===== src/rtl/sysarr_feeder.sv =====
// Streams a stored N x N A and B pair into a systolic array as skewed west/north
// wavefronts, follows them with all-zero flush beats, then pulses done.
module sysarr_feeder #(
  parameter int unsigned N     = 3,
  parameter int unsigned W     = 32,
  parameter int unsigned AW    = 4,
  parameter int unsigned FLUSH = 6,
  parameter int unsigned CW    = 5
) (
  input  logic           clock,
  input  logic           reset,
  input  logic           wr_en,
  input  logic           wr_sel,
  input  logic [AW-1:0]  wr_addr,
  input  logic [W-1:0]   wr_data,
  input  logic           start,
  output logic [N*W-1:0] a_out,
  output logic [N*W-1:0] b_out,
  output logic           out_valid,
  output logic           busy,
  output logic           done
);

  localparam int unsigned NN        = N * N;
  localparam int unsigned LAST_BEAT = 2 * N - 2;

  typedef enum logic [1:0] {
    S_IDLE,
    S_STREAM,
    S_FLUSH,
    S_DONE
  } state_t;

  state_t         r_state, w_state_nx;
  logic [CW-1:0]  r_cnt, w_cnt_nx;
  logic [W-1:0]   r_a [NN];
  logic [W-1:0]   r_b [NN];
  logic [N*W-1:0] r_a_out, r_b_out, w_a_nx, w_b_nx, w_a_beat, w_b_beat;
  logic           r_valid, r_busy, r_done, w_valid_nx, w_done_nx, w_wr_ok;

  assign w_wr_ok = (r_state == S_IDLE) && wr_en && ({1'b0, wr_addr} < (AW+1)'(NN));

  // Skewed wavefront for beat r_cnt: lane i carries element (t - i) of its row/column.
  always_comb begin
    w_a_beat = '0;
    w_b_beat = '0;
    for (int i = 0; i < int'(N); i++) begin
      if (int'(r_cnt) >= i && int'(r_cnt) - i < int'(N)) begin
        w_a_beat[i*W +: W] = r_a[AW'(i * int'(N) + int'(r_cnt) - i)];
        w_b_beat[i*W +: W] = r_b[AW'((int'(r_cnt) - i) * int'(N) + i)];
      end
    end
  end

  always_comb begin
    w_state_nx = r_state;
    w_cnt_nx   = r_cnt;
    w_a_nx     = '0;
    w_b_nx     = '0;
    w_valid_nx = 1'b0;
    w_done_nx  = 1'b0;
    case (r_state)
      S_IDLE: begin
        if (start) begin
          w_state_nx = S_STREAM;
          w_cnt_nx   = '0;
        end
      end
      S_STREAM: begin
        w_a_nx     = w_a_beat;
        w_b_nx     = w_b_beat;
        w_valid_nx = 1'b1;
        if (r_cnt == CW'(LAST_BEAT)) begin
          w_state_nx = S_FLUSH;
          w_cnt_nx   = '0;
        end else begin
          w_cnt_nx = r_cnt + CW'(1);
        end
      end
      S_FLUSH: begin
        // Count FLUSH zero beats; the edge after the last one registers done.
        if (r_cnt == CW'(FLUSH)) begin
          w_done_nx  = 1'b1;
          w_state_nx = S_DONE;
          w_cnt_nx   = '0;
        end else begin
          w_valid_nx = 1'b1;
          w_cnt_nx   = r_cnt + CW'(1);
        end
      end
      S_DONE: begin
        w_state_nx = S_IDLE;
      end
      default: begin
        w_state_nx = S_IDLE;
        w_cnt_nx   = '0;
      end
    endcase
  end

  always_ff @(posedge clock or posedge reset) begin
    if (reset) begin
      r_state <= S_IDLE;
      r_cnt   <= '0;
      r_a_out <= '0;
      r_b_out <= '0;
      r_valid <= 1'b0;
      r_busy  <= 1'b0;
      r_done  <= 1'b0;
    end else begin
      r_state <= w_state_nx;
      r_cnt   <= w_cnt_nx;
      r_a_out <= w_a_nx;
      r_b_out <= w_b_nx;
      r_valid <= w_valid_nx;
      r_busy  <= (w_state_nx != S_IDLE);
      r_done  <= w_done_nx;
    end
  end

  // Matrix storage; writable only while idle.
  always_ff @(posedge clock or posedge reset) begin
    if (reset) begin
      for (int i = 0; i < int'(NN); i++) begin
        r_a[i] <= '0;
        r_b[i] <= '0;
      end
    end else if (w_wr_ok) begin
      if (wr_sel) r_b[wr_addr] <= wr_data;
      else        r_a[wr_addr] <= wr_data;
    end
  end

  assign a_out     = r_a_out;
  assign b_out     = r_b_out;
  assign out_valid = r_valid;
  assign busy      = r_busy;
  assign done      = r_done;

endmodule


===== config.mk =====
export PLATFORM = sky130hd
export DESIGN_NAME = sysarr_feeder
export DESIGN_NICKNAME = d
export VERILOG_FILES = /design/src/rtl/sysarr_feeder.sv
export SDC_FILE = /design/constraint.sdc
export NUM_CORES = 2
export LEC_CHECK = 0
export ABC_AREA = 1
export ABC_CLOCK_PERIOD_IN_PS = 29000
export BUFFER_PORTS_ARGS = -buffer_cell sky130_fd_sc_hd__buf_2
export CAP_MARGIN = 20
export CORE_MARGIN = 3
export CORE_UTILIZATION = 45
export CTS_CLUSTER_DIAMETER = 50
export DETAILED_ROUTE_END_ITERATION = 8
export PLACE_DENSITY = 0.65
export SETUP_SLACK_MARGIN = 0.1
export SLEW_MARGIN = 20
export SYNTH_ARGS = -nofsm -noshare
export SYNTH_HDL_FRONTEND = slang
export SYNTH_SLANG_ARGS = --single-unit

===== constraint.sdc =====
create_clock -name clock -period 29 [get_ports clock]
set_clock_uncertainty 0.05 [all_clocks]
set_input_delay 4.35 -clock clock [delete_from_list [all_inputs] [get_ports clock]]
set_output_delay 4.35 -clock clock [all_outputs]
set_load 0.01 [all_outputs]

==> results.py <==
metrics = {
    "floorplanning": {
        "initial_core_util": 0.456,
        "chipHeight_um": 309,
        "die-area_mm2": 0.0953,
        "ioPinCount": 236,
        "num_rows": 110,
        "die_x_um": 309,
        "core_mm2": 0.0904,
    },
    "clocking": {
        "clockBufferDepth": 3,
        "cts_resized": 0,
        "cts_sinks": 778,
        "cts-root-buf": "clkbuf_16",
        "numCtsBuffers": 96,
        "tritoncts": "done",
        "post_cts_buffers": 0,
        "cts_max_level": 3,
        "hold_buffers": 0,
        "clk_pin_slew_ps": 50,
        "insertion_delay_ps": 680,
    },
    "grt": {
        "grt_pass1_vias": 35943,
        "overflow": 0,
        "grt_pass1_wl_um": 222000,
        "grt_usage": 0.303,
        "antenna_found_initial": 8,
        "grt_max_degree": 172,
    },
    "placement": {
        "io_buffer_count": 235,
        "place_congestion": 0.837,
        "dp.cells": 6807,
        "dp_hpwl_um": 81900,
        "placed_area_mm2": 0.0425,
    },
    "synth": {
        "syn_nets": 5822,
        "syn_inst": 5754,
        "synth_commonest_cells": "nand2_1 (2261), dfrtp_1 (778), nand3_1 (759), o21ai_0 (406), inv_1 (311)",
        "yosysSeqAreaShare": 0.472,
        "avgSynthCellArea_um2": 7.17,
        "yosys-top-cells-area": "dfrtp_1 (47%), nand2_1 (21%), nand3_1 (9.2%), o21ai_0 (4.9%), o21ai_1 (3.2%)",
        "synth-async-reset-ratio": 1.00,
        "synth_top_area_frac": 0.472,
        "synth_seq_cells": 778,
        "synth_cell_types": 41,
        "syn-cell-area_mm2": 0.0413,
        "yosys.area.top_type": "dfrtp_1",
        "yosysWarnings": 0,
        "synth_edf_count": 0,
        "yosysMostFrequentCell": "nand2_1",
        "synth_ff_type": "dfrtp_1",
    },
    "sta": {
        "finalCritPeriodShare": 0.240,
        "hold_viol": 0,
        "setup_viol": 0,
        "holdWs_ps": 434,
        "timing.slew.headroom": 0.229,
        "final.setup.tns_ps": 0,
        "timing.fmax_ghz": 0.143,
        "drv_slew": 0,
        "worst_pin_slew_ps": 1160,
        "fin_crit_ps": 6970,
        "rsz0062_at_grt": "false",
    },
    "pwr": {
        "p_leak_nw": 22.7,
        "p_per_area_mw_per_mm2": 104,
        "ir_worst_vdd_uv": 99.3,
    },
    "cells_and_area": {
        "fin_area_mm2": 0.0460,
        "area_growth_pct": 11.5,
        "layout.cells.non_filler": 6987,
        "fin_nets": 5797,
        "drive_gt1_frac": 0.0936,
    },
    "drt": {
        "drt_iter0_markers": 4408,
        "vias_per_cell": 5.62,
        "ant_nets": 0,
        "drc": 0,
        "first_pass_iters": 6,
        "vias": 39233,
        "drt_wl_total_um": 146000,
        "wl_per_cell_um": 20.9,
    },
    "worst_setup_path": {
        "critPathCaptureType": "async pin",
        "critPathKind": "primary input to async pin",
        "worstPathMaxFanout": 77,
        "rr_worst_depth": 14,
        "worstSetupStartpointType": "primary input",
        "cp_data_required_time_ps": 29600,
        "worstPathArrival_ps": 7570,
    },
    "hold_path": {
        "hold_depth": 2,
        "hold_class": "flip-flop to flip-flop",
    },
    "run_status": {
        "status": "finished, final reports clean",
    },
    "run": {
        "drv_cap": 0,
    },
}
==> cell usage in the layout (no fill, tap or decap), types with 3 or more instances in the layout <==
cell type	count
clkinv_4	8
nand3_1	759
nor2_4	5
clkinv_8	5
inv_8	6
inv_2	9
inv_1	306
buf_4	64
o211ai_1	6
clkinv_2	10
or2_2	17
clkinvlp_4	9
ha_1	25
xor2_1	3
o21ai_0	406
inv_6	13
clkbuf_16	97
nand4_1	22
buf_2	235
and3_1	27
nor3_1	7
clkbuf_8	14
bufinv_16	12
nand2_1	2259
dfrtp_4	3
nor2_1	240
dfrtp_1	775
nand2_2	16
nand4_4	3
clkbuf_1	8
o21ai_1	265
a21oi_1	148
==> report_power, final <==
part           internal, mW  switching (mW)
combinational         0.562            1.47
clock                 0.769           0.516
sequential             1.30           0.136
==> cells by family after synthesis <==
logic type | count (synthesis) | share of synthesized area
AOI/OAI and AO/OA | 833 | 0.102
xor gates and xnor gates | 9 | 0.00228
adders and majority gates | 27 | 0.00837
buffers and inverters | 744 | 0.0789
DFF | 778 | 0.472
and+or+nand+nor | 3363 | 0.336
==> sequential cells by signal, indices dropped and copies added (netlist names) <==
signal,count
a_out,96
r_a,288
b_out,96
done,1
busy,1
r_cnt,5
r_state,2
r_b,288
out_valid,1
==> worst max-delay path, stage by stage <==
cell	delay [ps]
buf_2	130
inv_8	340
buf_4	770
buf_4	850
buf_4	900
==> final timing paths <==
check	startpoint	to	slack, ps
min	r_a[16]	r_a[16]	430
min in group asynchronous	reset	b_out[23]	3680
max in group clock	r_cnt[1]	b_out[37]	23210
max	reset	a_out[60]	22030
max reg2reg	r_cnt[1]	b_out[37]	23210
min reg2reg	r_a[16]	r_a[16]	430
==> stage by stage <==
step / utilization / power, mW / setup slack [ps]
2_1_floorplan: - / 2.78 / 2760
3_3_place_gp: 0.470 / 3.42 / 21280
3_5_place_dp: 0.470 / 3.44 / 21240
4_1_cts: 0.508 / 4.73 / 21960
5_1_grt: 0.508 / 5.04 / 21570
6_report: 0.508 / 4.76 / 22030
==> routing by layer <==
metal | up-vias | routed length (um) | global-route usage
met5 | - | 43 | 0
met4 | 6 | 5800 | 0.122
met3 | 329 | 15100 | 0.0651
met2 | 1959 | 64400 | 0.466
met1 | 18555 | 60700 | 0.419
li1 | 18384 | - | -
==> layout make-up <==
class	count	area [um2]
Inverter	320	1230
Multi-Input combinational cell	4232	18700
Timing Repair Buffer	301	1690
Tap cell	1176	1470
Clock buffer	119	2650
Clock inverter	60	791
Sequential cell	778	19500
Antenna cell	1	2.50
Fill cell	8797	44500
(Power assumes the default switching activity.)
